`src/rtl/trap_controller.sv`:
```
// trap_controller
// Machine-mode trap sequencer sitting between the pipeline and the CSR file.
// It picks one event per boundary (interrupt > exception > mret), pulses the
// CSR update strobe together with a pipeline flush, then hands the new fetch
// PC to the fetch unit over a valid/ready handshake.
module trap_controller #(
    parameter bit VECTORED_EN = 1'b1
) (
    input  logic        clk,
    input  logic        rst_n,

    // Pipeline-side event sources
    input  logic        pipe_ready,
    input  logic        ex_valid,
    input  logic [3:0]  ex_cause,
    input  logic [31:0] ex_pc,
    input  logic        mret_valid,
    input  logic [31:0] int_pc,

    // Live CSR values
    input  logic [31:0] csr_mstatus,
    input  logic [31:0] csr_mie,
    input  logic [31:0] csr_mip,
    input  logic [31:0] csr_mtvec,
    input  logic [31:0] csr_mepc,

    // CSR update strobes and trap data
    output logic        exception_occurred,
    output logic        exception_returned,
    output logic [31:0] new_mepc,
    output logic [31:0] new_mcause,
    output logic [31:0] new_mtval,

    // Pipeline control
    output logic        flush,
    output logic        busy,

    // Fetch redirect handshake
    output logic        redirect_valid,
    output logic [31:0] redirect_pc,
    input  logic        redirect_ready
);

    typedef enum logic [1:0] {
        S_IDLE     = 2'd0,
        S_COMMIT   = 2'd1,
        S_REDIRECT = 2'd2
    } state_t;

    typedef enum logic [1:0] {
        EV_NONE = 2'd0,
        EV_INT  = 2'd1,
        EV_EXC  = 2'd2,
        EV_MRET = 2'd3
    } event_t;

    // Machine external (11), timer (7) and software (3) interrupt bits.
    localparam logic [31:0] IRQ_MASK = 32'h0000_0888;

    localparam logic [3:0] CODE_MEI = 4'd11;
    localparam logic [3:0] CODE_MSI = 4'd3;
    localparam logic [3:0] CODE_MTI = 4'd7;

    // ------------------------------------------------------------------
    // State and registered outputs
    // ------------------------------------------------------------------
    state_t      r_state;
    logic        r_exception_occurred;
    logic        r_exception_returned;
    logic        r_flush;
    logic        r_redirect_valid;
    logic [31:0] r_redirect_pc;
    logic [31:0] r_new_mepc;
    logic [31:0] r_new_mcause;

    // ------------------------------------------------------------------
    // Combinational event decode
    // ------------------------------------------------------------------
    logic [31:0] w_pending;
    logic        w_irq;
    logic [3:0]  w_irq_code;
    event_t      w_event;
    logic        w_vectored;
    logic [31:0] w_trap_base;
    logic [31:0] w_target;
    logic [31:0] w_cap_mepc;
    logic [31:0] w_cap_mcause;

    assign w_pending = csr_mie & csr_mip & IRQ_MASK;
    assign w_irq     = csr_mstatus[3] && (w_pending != 32'd0);

    // Interrupt sub-priority: external beats software beats timer.
    always_comb begin
        // NOTE: every signal driven here gets a default first so no path leaves it unassigned (no latch).
        w_irq_code = CODE_MTI;
        if (w_pending[11]) begin
            w_irq_code = CODE_MEI;
        end else if (w_pending[3]) begin
            w_irq_code = CODE_MSI;
        end
    end

    // Choose the single event to capture this boundary, if any.
    always_comb begin
        w_event = EV_NONE;
        if (pipe_ready) begin
            if (w_irq) begin
                w_event = EV_INT;
            end else if (ex_valid) begin
                w_event = EV_EXC;
            end else if (mret_valid) begin
                w_event = EV_MRET;
            end
        end
    end

    // Vector table is only used for interrupts in mtvec mode 01; modes 10/11
    // fall back to the direct base address.
    assign w_vectored  = VECTORED_EN && (csr_mtvec[1:0] == 2'b01);
    assign w_trap_base = {csr_mtvec[31:2], 2'b00};

    // Redirect target and trap data for whichever event is being captured.
    always_comb begin
        w_target     = w_trap_base;
        w_cap_mepc   = r_new_mepc;
        w_cap_mcause = r_new_mcause;
        unique case (w_event)
            EV_INT: begin
                w_cap_mepc   = int_pc;
                w_cap_mcause = {1'b1, 27'd0, w_irq_code};
                if (w_vectored) begin
                    w_target = w_trap_base + {26'd0, w_irq_code, 2'b00};
                end
            end
            EV_EXC: begin
                w_cap_mepc   = ex_pc;
                w_cap_mcause = {28'd0, ex_cause};
            end
            EV_MRET: begin
                // mret target uses mepc as sampled now, before the CSR file
                // updates anything at the end of COMMIT.
                w_target = {csr_mepc[31:2], 2'b00};
            end
            default: begin
                w_target = w_trap_base;
            end
        endcase
    end

    // ------------------------------------------------------------------
    // Sequencer FSM with registered outputs
    // ------------------------------------------------------------------
    always_ff @(posedge clk or negedge rst_n) begin
        // NOTE: all state and output registers are reset here; there is no memory, so nothing is left to power-up value.
        if (!rst_n) begin
            r_state              <= S_IDLE;
            r_exception_occurred <= 1'b0;
            r_exception_returned <= 1'b0;
            r_flush              <= 1'b0;
            r_redirect_valid     <= 1'b0;
            r_redirect_pc        <= 32'd0;
            r_new_mepc           <= 32'd0;
            r_new_mcause         <= 32'd0;
        end else begin
            // NOTE: non-blocking assignments so every register updates from pre-edge values.
            unique case (r_state)
                S_IDLE: begin
                    r_exception_occurred <= 1'b0;
                    r_exception_returned <= 1'b0;
                    r_flush              <= 1'b0;
                    r_redirect_valid     <= 1'b0;
                    if (w_event != EV_NONE) begin
                        r_state              <= S_COMMIT;
                        r_flush              <= 1'b1;
                        r_exception_occurred <= (w_event != EV_MRET);
                        r_exception_returned <= (w_event == EV_MRET);
                        r_redirect_pc        <= w_target;
                        r_new_mepc           <= w_cap_mepc;
                        r_new_mcause         <= w_cap_mcause;
                    end
                end

                S_COMMIT: begin
                    r_exception_occurred <= 1'b0;
                    r_exception_returned <= 1'b0;
                    r_flush              <= 1'b0;
                    r_redirect_valid     <= 1'b1;
                    r_state              <= S_REDIRECT;
                end

                S_REDIRECT: begin
                    if (redirect_ready) begin
                        r_redirect_valid <= 1'b0;
                        r_state          <= S_IDLE;
                    end
                end

                default: begin
                    r_exception_occurred <= 1'b0;
                    r_exception_returned <= 1'b0;
                    r_flush              <= 1'b0;
                    r_redirect_valid     <= 1'b0;
                    r_state              <= S_IDLE;
                end
            endcase
        end
    end

    // ------------------------------------------------------------------
    // Output mapping
    // ------------------------------------------------------------------
    assign exception_occurred = r_exception_occurred;
    assign exception_returned = r_exception_returned;
    assign flush              = r_flush;
    assign redirect_valid     = r_redirect_valid;
    assign redirect_pc        = r_redirect_pc;
    assign new_mepc           = r_new_mepc;
    assign new_mcause         = r_new_mcause;
    assign new_mtval          = 32'd0;
    assign busy               = (r_state != S_IDLE);

endmodule

```
`config.mk`:
```
export PLATFORM = sky130hd
export DESIGN_NAME = trap_controller
export DESIGN_NICKNAME = d
export VERILOG_FILES = /design/src/rtl/trap_controller.sv
export SDC_FILE = /design/constraint.sdc
export NUM_CORES = 1
export LEC_CHECK = 0
export CORE_AREA = 4 4 139 141
export CTS_CLUSTER_SIZE = 12
export DETAILED_ROUTE_END_ITERATION = 12
export DIE_AREA = 0 0 143 145
export GPL_ROUTABILITY_DRIVEN = 1
export PLACE_DENSITY_LB_ADDON = 0.15
export SETUP_SLACK_MARGIN = 0.5
export SLEW_MARGIN = 20
export SYNTH_ARGS = -nofsm -noshare
export SYNTH_HDL_FRONTEND = slang
export SYNTH_SLANG_ARGS = --single-unit
```
`constraint.sdc`:
```
create_clock -name clk -period 2.2 [get_ports clk]
set_clock_uncertainty 0.1 [all_clocks]
set_input_delay 0.33 -clock clk [delete_from_list [all_inputs] [get_ports clk]]
set_output_delay 0.33 -clock clk [all_outputs]
set_load 0.02 [all_outputs]
```
==> flow_results.xml <==
<?xml version="1.0" encoding="UTF-8"?>
<metrics>
  <group name="status">
    <metric name="outcome" unit="">complete, but fails checks</metric>
    <metric name="failing_checks" unit="">setup timing</metric>
  </group>
  <group name="cts">
    <metric name="path_clk_slew" unit="ns">0.06</metric>
    <metric name="cts_tree" unit="">built</metric>
    <metric name="clock_insertion_delay_worst_skew" unit="ns">0.34</metric>
    <metric name="tritoncts_num_sinks" unit="">73</metric>
    <metric name="cts_buffers" unit="">9</metric>
    <metric name="bufs_on_longest_clock_path" unit="">2</metric>
    <metric name="clk_root_buffer_cell" unit="">clkbuf_16</metric>
    <metric name="htree_levels" unit="">3</metric>
  </group>
  <group name="timing">
    <metric name="achievable-frequency" unit="MHz">431</metric>
    <metric name="final-setup-viol-count" unit="">51</metric>
    <metric name="slew_headroom" unit="%">52.3</metric>
    <metric name="transition_time_at_the_pin_with_the_least_slew_margin" unit="ns">0.711</metric>
    <metric name="setup_repair_after_global_routing_missed_its_margin" unit="">yes</metric>
    <metric name="finalCritPeriodShare" unit="%">105</metric>
    <metric name="maxSlewViolCount" unit="">0</metric>
    <metric name="finalCriticalPeriod" unit="ns">2.32</metric>
    <metric name="setup_ws" unit="ns">-0.119</metric>
    <metric name="finalHoldViolCount" unit="">0</metric>
  </group>
  <group name="yosys">
    <metric name="number_of_warnings_printed_during_yosys_synthesis" unit="">0</metric>
    <metric name="adder_and_majority_gate_portion_of_the_synthesized_area" unit="%">1.77</metric>
    <metric name="synth_edf_count" unit="">0</metric>
    <metric name="synth.largest_area_cell" unit="">dfrtp_1</metric>
    <metric name="netlist-cell-type-count" unit="">56</metric>
    <metric name="synth_cells" unit="">587</metric>
    <metric name="synth_compound_area_share" unit="%">20.1</metric>
    <metric name="async_reset_ff_share" unit="%">100</metric>
    <metric name="synth-xor-area-share" unit="%">0.354</metric>
    <metric name="synthesis.area" unit="um2">4940</metric>
    <metric name="most_common_library_cells_after_synthesis" unit="">nor2_1 (74), dfrtp_1 (73), buf_4 (62)</metric>
    <metric name="synth_top_cells_by_area" unit="">dfrtp_1 (37%), buf_4 (9.4%), mux2i_1 (8.3%)</metric>
    <metric name="synthMostInstantiatedCell" unit="">nor2_1</metric>
    <metric name="seq_area_frac_synth" unit="%">37.0</metric>
    <metric name="number_of_register_bits_inferred_by_synthesis" unit="">73</metric>
    <metric name="synth_top_area_share" unit="%">37.0</metric>
    <metric name="synth_top_family_by_area" unit="">compound AO/OA/AOI/OAI gates</metric>
    <metric name="synth.mux.area_fraction" unit="%">8.30</metric>
    <metric name="avgSynthCellArea" unit="um2">8.42</metric>
    <metric name="synth-simple-area-share" unit="%">18.8</metric>
    <metric name="dominantRegCellSynth" unit="">dfrtp_1</metric>
  </group>
  <group name="setup_path">
    <metric name="timing.critical_path.arrival" unit="ns">2.42</metric>
    <metric name="critical_path.endpoint_type" unit="">register</metric>
    <metric name="worst-path-max-fanout" unit="">8</metric>
    <metric name="launching_element_type_of_the_critical_path" unit="">input pin</metric>
    <metric name="required" unit="ns">2.30</metric>
    <metric name="r2r_slack" unit="ns">0.45</metric>
    <metric name="timing.setup.critical_path_class" unit="">in2reg</metric>
  </group>
  <group name="detailed_routing">
    <metric name="drt_pass1_iterations" unit="">5</metric>
    <metric name="route.final.wire_length" unit="um">21600</metric>
    <metric name="vias" unit="">5674</metric>
    <metric name="postRouteAntennaNets" unit="">0</metric>
    <metric name="dr.first_iter.drc_count" unit="">215</metric>
    <metric name="detail_route.drc_violations" unit="">0</metric>
    <metric name="routed_wire_length_per_instance" unit="um">18.8</metric>
    <metric name="routed_via_density" unit="">4.94</metric>
  </group>
  <group name="grt">
    <metric name="antenna_found_initial" unit="">0</metric>
    <metric name="grt_max_degree" unit="">42</metric>
    <metric name="gr-total-overflow" unit="">0</metric>
    <metric name="wire_length_of_the_first_global_routing_pass" unit="um">31900</metric>
    <metric name="grt_pass1_vias" unit="">5842</metric>
    <metric name="grt_usage" unit="%">19.4</metric>
  </group>
  <group name="power">
    <metric name="static_leakage" unit="nW">3.96</metric>
    <metric name="ir_worst_vdd" unit="mV">0.596</metric>
    <metric name="power.density" unit="nW/um2">921</metric>
  </group>
  <group name="die">
    <metric name="core-area" unit="um2">18000</metric>
    <metric name="die_w" unit="um">143</metric>
    <metric name="io-pin-count" unit="">367</metric>
    <metric name="floorplan.initialDensity" unit="%">27.5</metric>
    <metric name="die-height" unit="um">145</metric>
    <metric name="fp.dieArea" unit="um2">20700</metric>
    <metric name="placement_rows" unit="">49</metric>
  </group>
  <group name="layout">
    <metric name="postLayoutCellArea" unit="um2">9580</metric>
    <metric name="layout.filler_cells" unit="">1610</metric>
    <metric name="layout-drive-gt1-share" unit="%">33.4</metric>
    <metric name="final_cells" unit="">1148</metric>
    <metric name="synthToLayoutAreaGrowth" unit="%">93.8</metric>
    <metric name="seq_area" unit="um2">1830</metric>
    <metric name="diodes" unit="">0</metric>
    <metric name="multi_input_comb_area" unit="um2">3460</metric>
    <metric name="design.final.nets" unit="">1155</metric>
  </group>
  <group name="job">
    <metric name="max_cap_violations" unit="">0</metric>
  </group>
  <group name="placement">
    <metric name="placedCellCount" unit="">1077</metric>
    <metric name="placement_stage_cell_area" unit="um2">7820</metric>
    <metric name="gp_congestion" unit="">0.861</metric>
    <metric name="port-buffer-count" unit="">214</metric>
    <metric name="dp_hpwl" unit="um">15100</metric>
  </group>
  <group name="worst_hold_path">
    <metric name="min_delay_worst_type" unit="">reg2reg</metric>
  </group>
</metrics>
[path summary, 6_finish.rpt]
check / from / to / cells after the start
setup / recovery: csr_mip[3] / redirect_pc[28] / 12
hold / removal: r_state[0] / exception_occurred / 1
setup reg to reg: r_state[1] / redirect_pc[28] / 5
hold reg to reg: r_state[0] / exception_occurred / 1
max in group asynchronous: rst_n / r_state[0] / 3
min in group asynchronous: rst_n / new_mepc[7] / 2
[registers in the layout, indices dropped and copies added (netlist names)]
name and count:
redirect_valid 1, new_mcause 5, flush 1, r_state 2, new_mepc 32, redirect_pc 30
exception_occurred 1, exception_returned 1
[area by class of cell]
class,instances,share of cell area (%)
Tap cell,229,2.99
Timing Repair Buffer,356,37.8
Clock buffer,9,2.35
Clock inverter,7,0.810
Inverter,16,0.784
Multi-Input combinational cell,458,36.1
Sequential cell,73,19.1
[cell usage in the layout (no fill, tap or decap), types with 10 or more instances in the layout]
cell and instances:
o21ai_0 14, clkdlybuf4s50_1 124, buf_12 18, a21oi_2 44
nor2_1 53, nand2_1 30, a31oi_1 16, conb_1 61
nand4_1 14, inv_1 13, dlygate4sd2_1 82, nor2_4 13
dfrtp_1 71, buf_6 22, buf_4 89, a21oi_1 12
clkbuf_16 10, mux2i_1 31
[metal layers]
layer,vias to the layer above,wire [um],GRT usage [%]
met1,2698,8770,23.9
li1,2672,-,-
met2,274,10600,34.1
met3,30,1720,3.78
met4,0,455,5.42
met5,-,0,0
[what timing repair did]
| action | CTS | global route |
|---|---|---|
| pin swaps | 34 | 35 |
| setup endpoints to repair | 143 | 71 |
| hold buffers | 1 | 0 |
| setup buffers | 27 | 16 |
| resized for setup | 213 | 103 |
| gates cloned | 10 | 1 |
| endpoints found under the hold margin | 32 | 0 |
[power by group]
part	total [W]	internal (W)	switching [W]
logic	0.00489	0.00225	0.00264
clock network	0.00151	0.000888	0.000621
registers	0.00242	0.00198	0.000439
[cell families after synthesis]
| kind of cell | Yosys count |
|---|---|
| and+or+nand+nor | 194 |
| AOI/OAI and AO/OA | 153 |
| buffers and inverters | 116 |
| DFF | 73 |
| muxes | 41 |
| adders and majority gates | 7 |
| xor gates and xnor gates | 2 |
| other | 1 |
[through the flow]
| step | TNS (ns) | hold slack (ns) | utilization (%) | setup WS, ns | total power [W] |
|---|---|---|---|---|---|
| 6_report | -3.23 | 0.379 | 53.3 | -0.119 | 0.00882 |
| 3_5_place_dp | -47.24 | 0.204 | 43.6 | -0.817 | 0.00659 |
| 5_1_grt | -7.78 | 0.388 | 53.3 | -0.182 | 0.00933 |
| 2_1_floorplan | -5.08 | -0.0656 | - | -0.331 | 0.00460 |
| 4_1_cts | -1.67 | 0.393 | 50.1 | -0.0917 | 0.00837 |
| 3_3_place_gp | -43.99 | 0.204 | 43.6 | -0.751 | 0.00652 |
[worst max-delay path, cell delays in order]
cell and delay, ns:
buf_8 0.09, a222oi_1 0.31, buf_4 0.19, nand2b_4 0.11
o211ai_1 0.15, buf_4 0.20, buf_6 0.11, ha_4 0.21
buf_6 0.14, nand2_4 0.09, nor4_1 0.07, or3b_1 0.41
Note: power is estimated with default switching activity, not from simulation.
